$ cat src/rtl/systolic_output_collector_if.sv
// Handshake bundle between the PE array bottom row, the output collector and writeback.
// Array side drives column sums; writeback side drives out_ready.
interface systolic_output_collector_if #(
    parameter int unsigned N     = 4,
    parameter int unsigned ACC_W = 32
);
    logic                 in_valid;
    logic                 tile_first;
    logic                 tile_last;
    logic [N*ACC_W-1:0]   col_psum;
    logic                 out_valid;
    logic                 out_ready;
    logic [N*ACC_W-1:0]   out_data;

    modport master (
        output in_valid, tile_first, tile_last, col_psum, out_ready,
        input  out_valid, out_data
    );

    modport slave (
        input  in_valid, tile_first, tile_last, col_psum, out_ready,
        output out_valid, out_data
    );
endinterface

$ cat src/rtl/systolic_output_collector.sv
// Deskews the skewed bottom-row column sums of the PE array, accumulates them
// across K-tiles and queues finished rows in a show-ahead FIFO for writeback.
module systolic_output_collector #(
    parameter int unsigned N     = 4,
    parameter int unsigned ACC_W = 32,
    parameter int unsigned DEPTH = 8
) (
    input  logic                      clk,
    input  logic                      rst,
    systolic_output_collector_if.slave bus,
    output logic [$clog2(DEPTH):0]    fifo_count,
    output logic [N-1:0]              acc_ovf,
    output logic                      drop_err
);
    localparam int unsigned PTR_W = $clog2(DEPTH);
    localparam int unsigned CNT_W = PTR_W + 1;
    localparam int unsigned DL    = N - 1;
    localparam int unsigned VEC_W = N * ACC_W;

    typedef struct packed {
        logic valid;
        logic first;
        logic last;
    } ctrl_t;

    // Sideband delay line: lines the token up with the last (undelayed) lane.
    ctrl_t ctrl_sr [DL];
    logic  al_valid;
    logic  al_first;
    logic  al_last;

    always_ff @(posedge clk) begin
        if (rst) begin
            for (int i = 0; i < int'(DL); i++) ctrl_sr[i] <= '0;
        end else begin
            ctrl_sr[0] <= {bus.in_valid, bus.tile_first, bus.tile_last};
            for (int i = 1; i < int'(DL); i++) ctrl_sr[i] <= ctrl_sr[i-1];
        end
    end

    assign al_valid = ctrl_sr[DL-1].valid;
    assign al_first = ctrl_sr[DL-1].first;
    assign al_last  = ctrl_sr[DL-1].last;

    // Per-lane delay of N-1-j cycles undoes the west-to-east activation skew.
    logic [N-1:0][ACC_W-1:0] aligned;

    for (genvar j = 0; j < int'(N); j++) begin : g_lane
        localparam int unsigned D = N - 1 - j;
        if (D == 0) begin : g_nodly
            assign aligned[j] = bus.col_psum[j*ACC_W +: ACC_W];
        end else begin : g_dly
            logic [ACC_W-1:0] sr [D];
            always_ff @(posedge clk) begin
                if (rst) begin
                    for (int k = 0; k < int'(D); k++) sr[k] <= '0;
                end else begin
                    sr[0] <= bus.col_psum[j*ACC_W +: ACC_W];
                    for (int k = 1; k < int'(D); k++) sr[k] <= sr[k-1];
                end
            end
            assign aligned[j] = sr[D-1];
        end
    end

    // K-tile accumulation; overflow only meaningful when actually adding.
    logic [N-1:0][ACC_W-1:0] acc;
    logic [N-1:0][ACC_W-1:0] sum;
    logic [N-1:0]            ovf_hit;

    always_comb begin
        sum     = '0;
        ovf_hit = '0;
        for (int j = 0; j < int'(N); j++) begin
            if (al_first) begin
                sum[j] = aligned[j];
            end else begin
                sum[j]     = acc[j] + aligned[j];
                ovf_hit[j] = (acc[j][ACC_W-1] == aligned[j][ACC_W-1]) &&
                             (sum[j][ACC_W-1] != aligned[j][ACC_W-1]);
            end
        end
    end

    always_ff @(posedge clk) begin
        if (rst) begin
            acc     <= '0;
            acc_ovf <= '0;
        end else if (al_valid) begin
            acc     <= sum;
            acc_ovf <= acc_ovf | ovf_hit;
        end
    end

    // Output FIFO with a registered head so out_data holds when empty.
    logic [VEC_W-1:0] mem [DEPTH];
    logic [PTR_W-1:0] rd_ptr;
    logic [PTR_W-1:0] wr_ptr;
    logic [PTR_W-1:0] rd_nxt;
    logic [CNT_W-1:0] count_nxt;
    logic [VEC_W-1:0] push_data;
    logic [VEC_W-1:0] head_nxt;
    logic [VEC_W-1:0] out_data_q;
    logic             out_valid_q;
    logic             pop;
    logic             push_req;
    logic             push;
    logic             full;
    logic             drop;

    assign push_data     = sum;
    assign bus.out_valid = out_valid_q;
    assign bus.out_data  = out_data_q;

    always_comb begin
        pop       = out_valid_q && bus.out_ready;
        push_req  = al_valid && al_last;
        full      = (fifo_count == CNT_W'(DEPTH));
        push      = push_req && (!full || pop);
        drop      = push_req && full && !pop;
        rd_nxt    = pop ? rd_ptr + PTR_W'(1) : rd_ptr;
        count_nxt = fifo_count;
        if (push && !pop) begin
            count_nxt = fifo_count + CNT_W'(1);
        end else if (pop && !push) begin
            count_nxt = fifo_count - CNT_W'(1);
        end
        // The entry written this edge becomes head only when it lands at the new read slot.
        head_nxt = out_data_q;
        if (count_nxt != '0) begin
            head_nxt = (push && (rd_nxt == wr_ptr)) ? push_data : mem[rd_nxt];
        end
    end

    always_ff @(posedge clk) begin
        if (push) mem[wr_ptr] <= push_data;
    end

    always_ff @(posedge clk) begin
        if (rst) begin
            rd_ptr      <= '0;
            wr_ptr      <= '0;
            fifo_count  <= '0;
            out_valid_q <= 1'b0;
            out_data_q  <= '0;
            drop_err    <= 1'b0;
        end else begin
            if (push) wr_ptr <= wr_ptr + PTR_W'(1);
            rd_ptr      <= rd_nxt;
            fifo_count  <= count_nxt;
            out_valid_q <= (count_nxt != '0);
            out_data_q  <= head_nxt;
            if (drop) drop_err <= 1'b1;
        end
    end
endmodule

$ cat src/flat_wrapper.sv
// flat-port wrapper written by rule: the top's interface ports become plain ports
module systolic_output_collector_flat 
#(
    parameter int unsigned N     = 4,
    parameter int unsigned ACC_W = 32,
    parameter int unsigned DEPTH = 8
)
  (clk, rst, fifo_count, acc_ovf, drop_err, bus_in_valid, bus_tile_first, bus_tile_last, bus_col_psum, bus_out_ready, bus_out_valid, bus_out_data);
  systolic_output_collector_if #(.N(N), .ACC_W(ACC_W)) bus_i ();
  input  logic clk;
  input  logic rst;
  output logic [$clog2(DEPTH):0] fifo_count;
  output logic [N-1:0] acc_ovf;
  output logic drop_err;
  input wire logic [$bits(bus_i.in_valid)-1:0] bus_in_valid;
  input wire logic [$bits(bus_i.tile_first)-1:0] bus_tile_first;
  input wire logic [$bits(bus_i.tile_last)-1:0] bus_tile_last;
  input wire logic [$bits(bus_i.col_psum)-1:0] bus_col_psum;
  input wire logic [$bits(bus_i.out_ready)-1:0] bus_out_ready;
  output wire logic [$bits(bus_i.out_valid)-1:0] bus_out_valid;
  output wire logic [$bits(bus_i.out_data)-1:0] bus_out_data;
  assign bus_i.in_valid = bus_in_valid;
  assign bus_i.tile_first = bus_tile_first;
  assign bus_i.tile_last = bus_tile_last;
  assign bus_i.col_psum = bus_col_psum;
  assign bus_i.out_ready = bus_out_ready;
  assign bus_out_valid = bus_i.out_valid;
  assign bus_out_data = bus_i.out_data;
  systolic_output_collector #(.N(N), .ACC_W(ACC_W), .DEPTH(DEPTH)) u_core (.clk(clk), .rst(rst), .bus(bus_i), .fifo_count(fifo_count), .acc_ovf(acc_ovf), .drop_err(drop_err));
endmodule
$ cat config.mk
export PLATFORM = sky130hd
export DESIGN_NAME = systolic_output_collector_flat
export DESIGN_NICKNAME = d
export VERILOG_FILES = /design/src/rtl/systolic_output_collector_if.sv /design/src/rtl/systolic_output_collector.sv /design/src/flat_wrapper.sv
export SDC_FILE = /design/constraint.sdc
export NUM_CORES = 2
export LEC_CHECK = 0
export CORE_ASPECT_RATIO = 0.75
export CORE_MARGIN = 3
export CORE_UTILIZATION = 54
export DETAILED_ROUTE_END_ITERATION = 10
export PLACE_DENSITY = 0.8
export SYNTH_ARGS = -nofsm -noshare
export SYNTH_HDL_FRONTEND = slang
export SYNTH_SLANG_ARGS = --single-unit
$ cat constraint.sdc
create_clock -name clk -period 34.2 [get_ports clk]
set_input_delay 5.13 -clock clk [delete_from_list [all_inputs] [get_ports clk]]
set_output_delay 5.13 -clock clk [all_outputs]
set_load 0.02 [all_outputs]
==> flow_summary.ini <==
[layout]
drive_gt1_share_pct = 12.7
final_area_um2 = 71300
area_growth_syn_to_layout_pct = 14.2
nets = 4963
final_common_cell = edfxtp_1
seqCellArea_um2 = 40200
final_cell_mix = edfxtp_1, nand2_1, dfxtp_1
fill_cells = 7994
multi_input_area_um2 = 20900

[timing]
slew_viol_final = 0
fmax_mhz = 113
slew_headroom_pct = 1.24
setup_viol = 0
whs_ns = 0.434
timing.final.hold_violations = 0
tns_ns = 0
rsz0062_at_grt = no
fin_crit_ns = 8.85
fin_crit_sh_pct = 25.9
fin_skew_ns = 0.0309
worst_pin_slew_ns = 1.44

[place]
dp_hpwl_um = 93000
io_buffers = 271
place_congestion = 0.914
place_area_um2 = 66600

[synthesis]
avgSynthCellArea_um2 = 13.9
synth_top_flop_cell = edfxtp_1
synth_cell_types = 91
syn_inst = 4481
synth-warning-count = 0
synth-async-reset-ratio_pct = 0
synth_fp_nets = 4747
synth-seq-area-share_pct = 64.4
syn_area_um2 = 62400
synth_edf_count = 1024
synth-seq-cells = 1497

[run_status]
failed_checks = max-capacitance violations
run_status = complete, but fails checks

[floorplanning]
dieHeight_um = 300
rows = 107
die_x_um = 399
die_area_um2 = 120000
pin_count = 272
core_area_um2 = 114000
start_util_pct = 54.7

[global_route]
grt.total_usage_pct = 27.0
grt_pass1_wl_um = 244000
grt_pass1_vias = 39800
grt_max_degree = 169
grt_overflow = 0
antenna_found_initial = 7

[cts]
postCtsSetupBuffers = 0
numCtsBuffers = 138
post_cts_resized = 0
root_buffer = clkbuf_16
htree_num_levels = 4
cts_hold_buf = 0
clock-sinks = 1497
cts_tree = yes
path_clk_slew_ns = 0.06
clockBufferDepth = 3
clk_latency_ns = 0.78

[route]
drc = 0
via_per_inst = 6.23
wl_met1_um = 62400
wl_per_cell_um = 25.4
drt_iter0_markers = 4868
met2_length_um = 75200
dr_total_vias = 39500
antenna_left = 0
drt_wl_total_um = 161000
top_layer_used = met5
firstDrtPassIters = 6
wl_met3_um = 17000

[job]
drv_cap = 1

[min_path]
hp-class = flip-flop to flip-flop

[power_and_ir_drop]
p_leak_nw = 25.4
power_mw = 4.79
cellPowerDensity_nw_per_um2 = 67.2
ir_drop_mv = 0.0725

[critical_path]
crit_type = input pin to flip-flop
cp.arrival_ns = 9.46
cp_max_fo = 97
crit_path_end_kind = flip-flop
required_ns = 34.82
setup.worst_path.start_class = input pin
sequential cells by signal (all words and copies together) (netlist names):
register	count
u_core.mem	1024
u_core.acc_ovf	4
u_core.fifo_count	4
u_core.bus.out_valid	1
u_core.drop_err	1
u_core.bus.out_data	128
u_core.rd_ptr	3
u_core.wr_ptr	3
u_core.g_lane.g_dly.sr	192
u_core.ctrl_sr	9
u_core.acc	128
cell usage after synthesis (60+ instances only):
library cell / number / area [um2]
o211ai_1: 71 / 533
mux2i_1: 133 / 1330
nor2b_1: 219 / 1370
a21oi_1: 253 / 1270
a21o_1: 60 / 450
xnor2_1: 63 / 552
ha_1: 128 / 1600
inv_1: 75 / 282
mux4_2: 256 / 5770
nor2_1: 261 / 980
clkbuf_1: 170 / 638
dfxtp_1: 473 / 9470
nand2_1: 479 / 1800
o21ai_0: 167 / 836
edfxtp_1: 1024 / 30700
through the flow:
step	util, %	setup slack (ns)	std cells
after global routing	62.4	24.86	6341
final	62.4	25.35	6342
after global placement	58.3	24.50	6083
after CTS	62.4	25.26	6338
after floorplan	-	15.66	4481
after detailed placement	58.3	24.49	6083
worst max-delay path, stage by stage:
cell and delay (ns):
clkdlybuf4s50_1 0.52, nand2_1 0.29, xor2_4 0.20, buf_4 0.41, buf_12 0.64, buf_4 0.84
mux4_2 0.59, nor2b_1 0.15, a211oi_1 0.27, a211oi_1 0.09, a21oi_1 0.16, nor2_1 0.05
cells by family after synthesis:
kind of cell / count (synthesis) / synth area share (%)
flops: 1497 / 64.4
xor+xnor: 114 / 1.61
simple gates: 1163 / 8.54
mux: 409 / 11.7
buf+inv: 334 / 2.27
fa+ha+maj: 132 / 2.69
compound gates: 832 / 8.74
worst paths after layout:
check                                              startpoint                                     endpoint  slack, ns  cells after the start
hold / removal    u_core.g_lane[0].g_dly.sr[0][37]$_SDFF_PP0_  u_core.g_lane[0].g_dly.sr[0][69]$_SDFF_PP0_       0.43                      1
hold reg to reg   u_core.g_lane[0].g_dly.sr[0][37]$_SDFF_PP0_  u_core.g_lane[0].g_dly.sr[0][69]$_SDFF_PP0_       0.43                      1
setup reg to reg              u_core.ctrl_sr[0][8]$_SDFF_PP0_        u_core.bus.out_data[118]$_SDFFE_PP0P_      29.52                     11
setup / recovery                                bus_out_ready         u_core.bus.out_data[72]$_SDFFE_PP0P_      25.35                     12
metal layers:
| metal | up-vias | global-route usage, % |
|---|---|---|
| li1 | 17300 | - |
| met1 | 19500 | 36.5 |
| met4 | 8 | 11.4 |
| met2 | 2233 | 42.5 |
| met5 | - | 0 |
| met3 | 396 | 6.24 |
where the power goes:
group | switching, mW | internal (mW)
Sequential | 0.103 | 2.04
Clock | 0.684 | 0.895
Combinational | 0.613 | 0.461
Total | 1.40 | 3.39
area by class of cell:
type,count,share of cell area [%]
tap,1526,2.68
antenna,4,0.0140
timing repair buffer,335,4.59
multi-input combinational,2650,29.4
sequential,1497,56.4
inverter,75,0.395
clock inverter,64,1.03
clock buffer,191,5.50
Power figures use the tool's default switching activity.
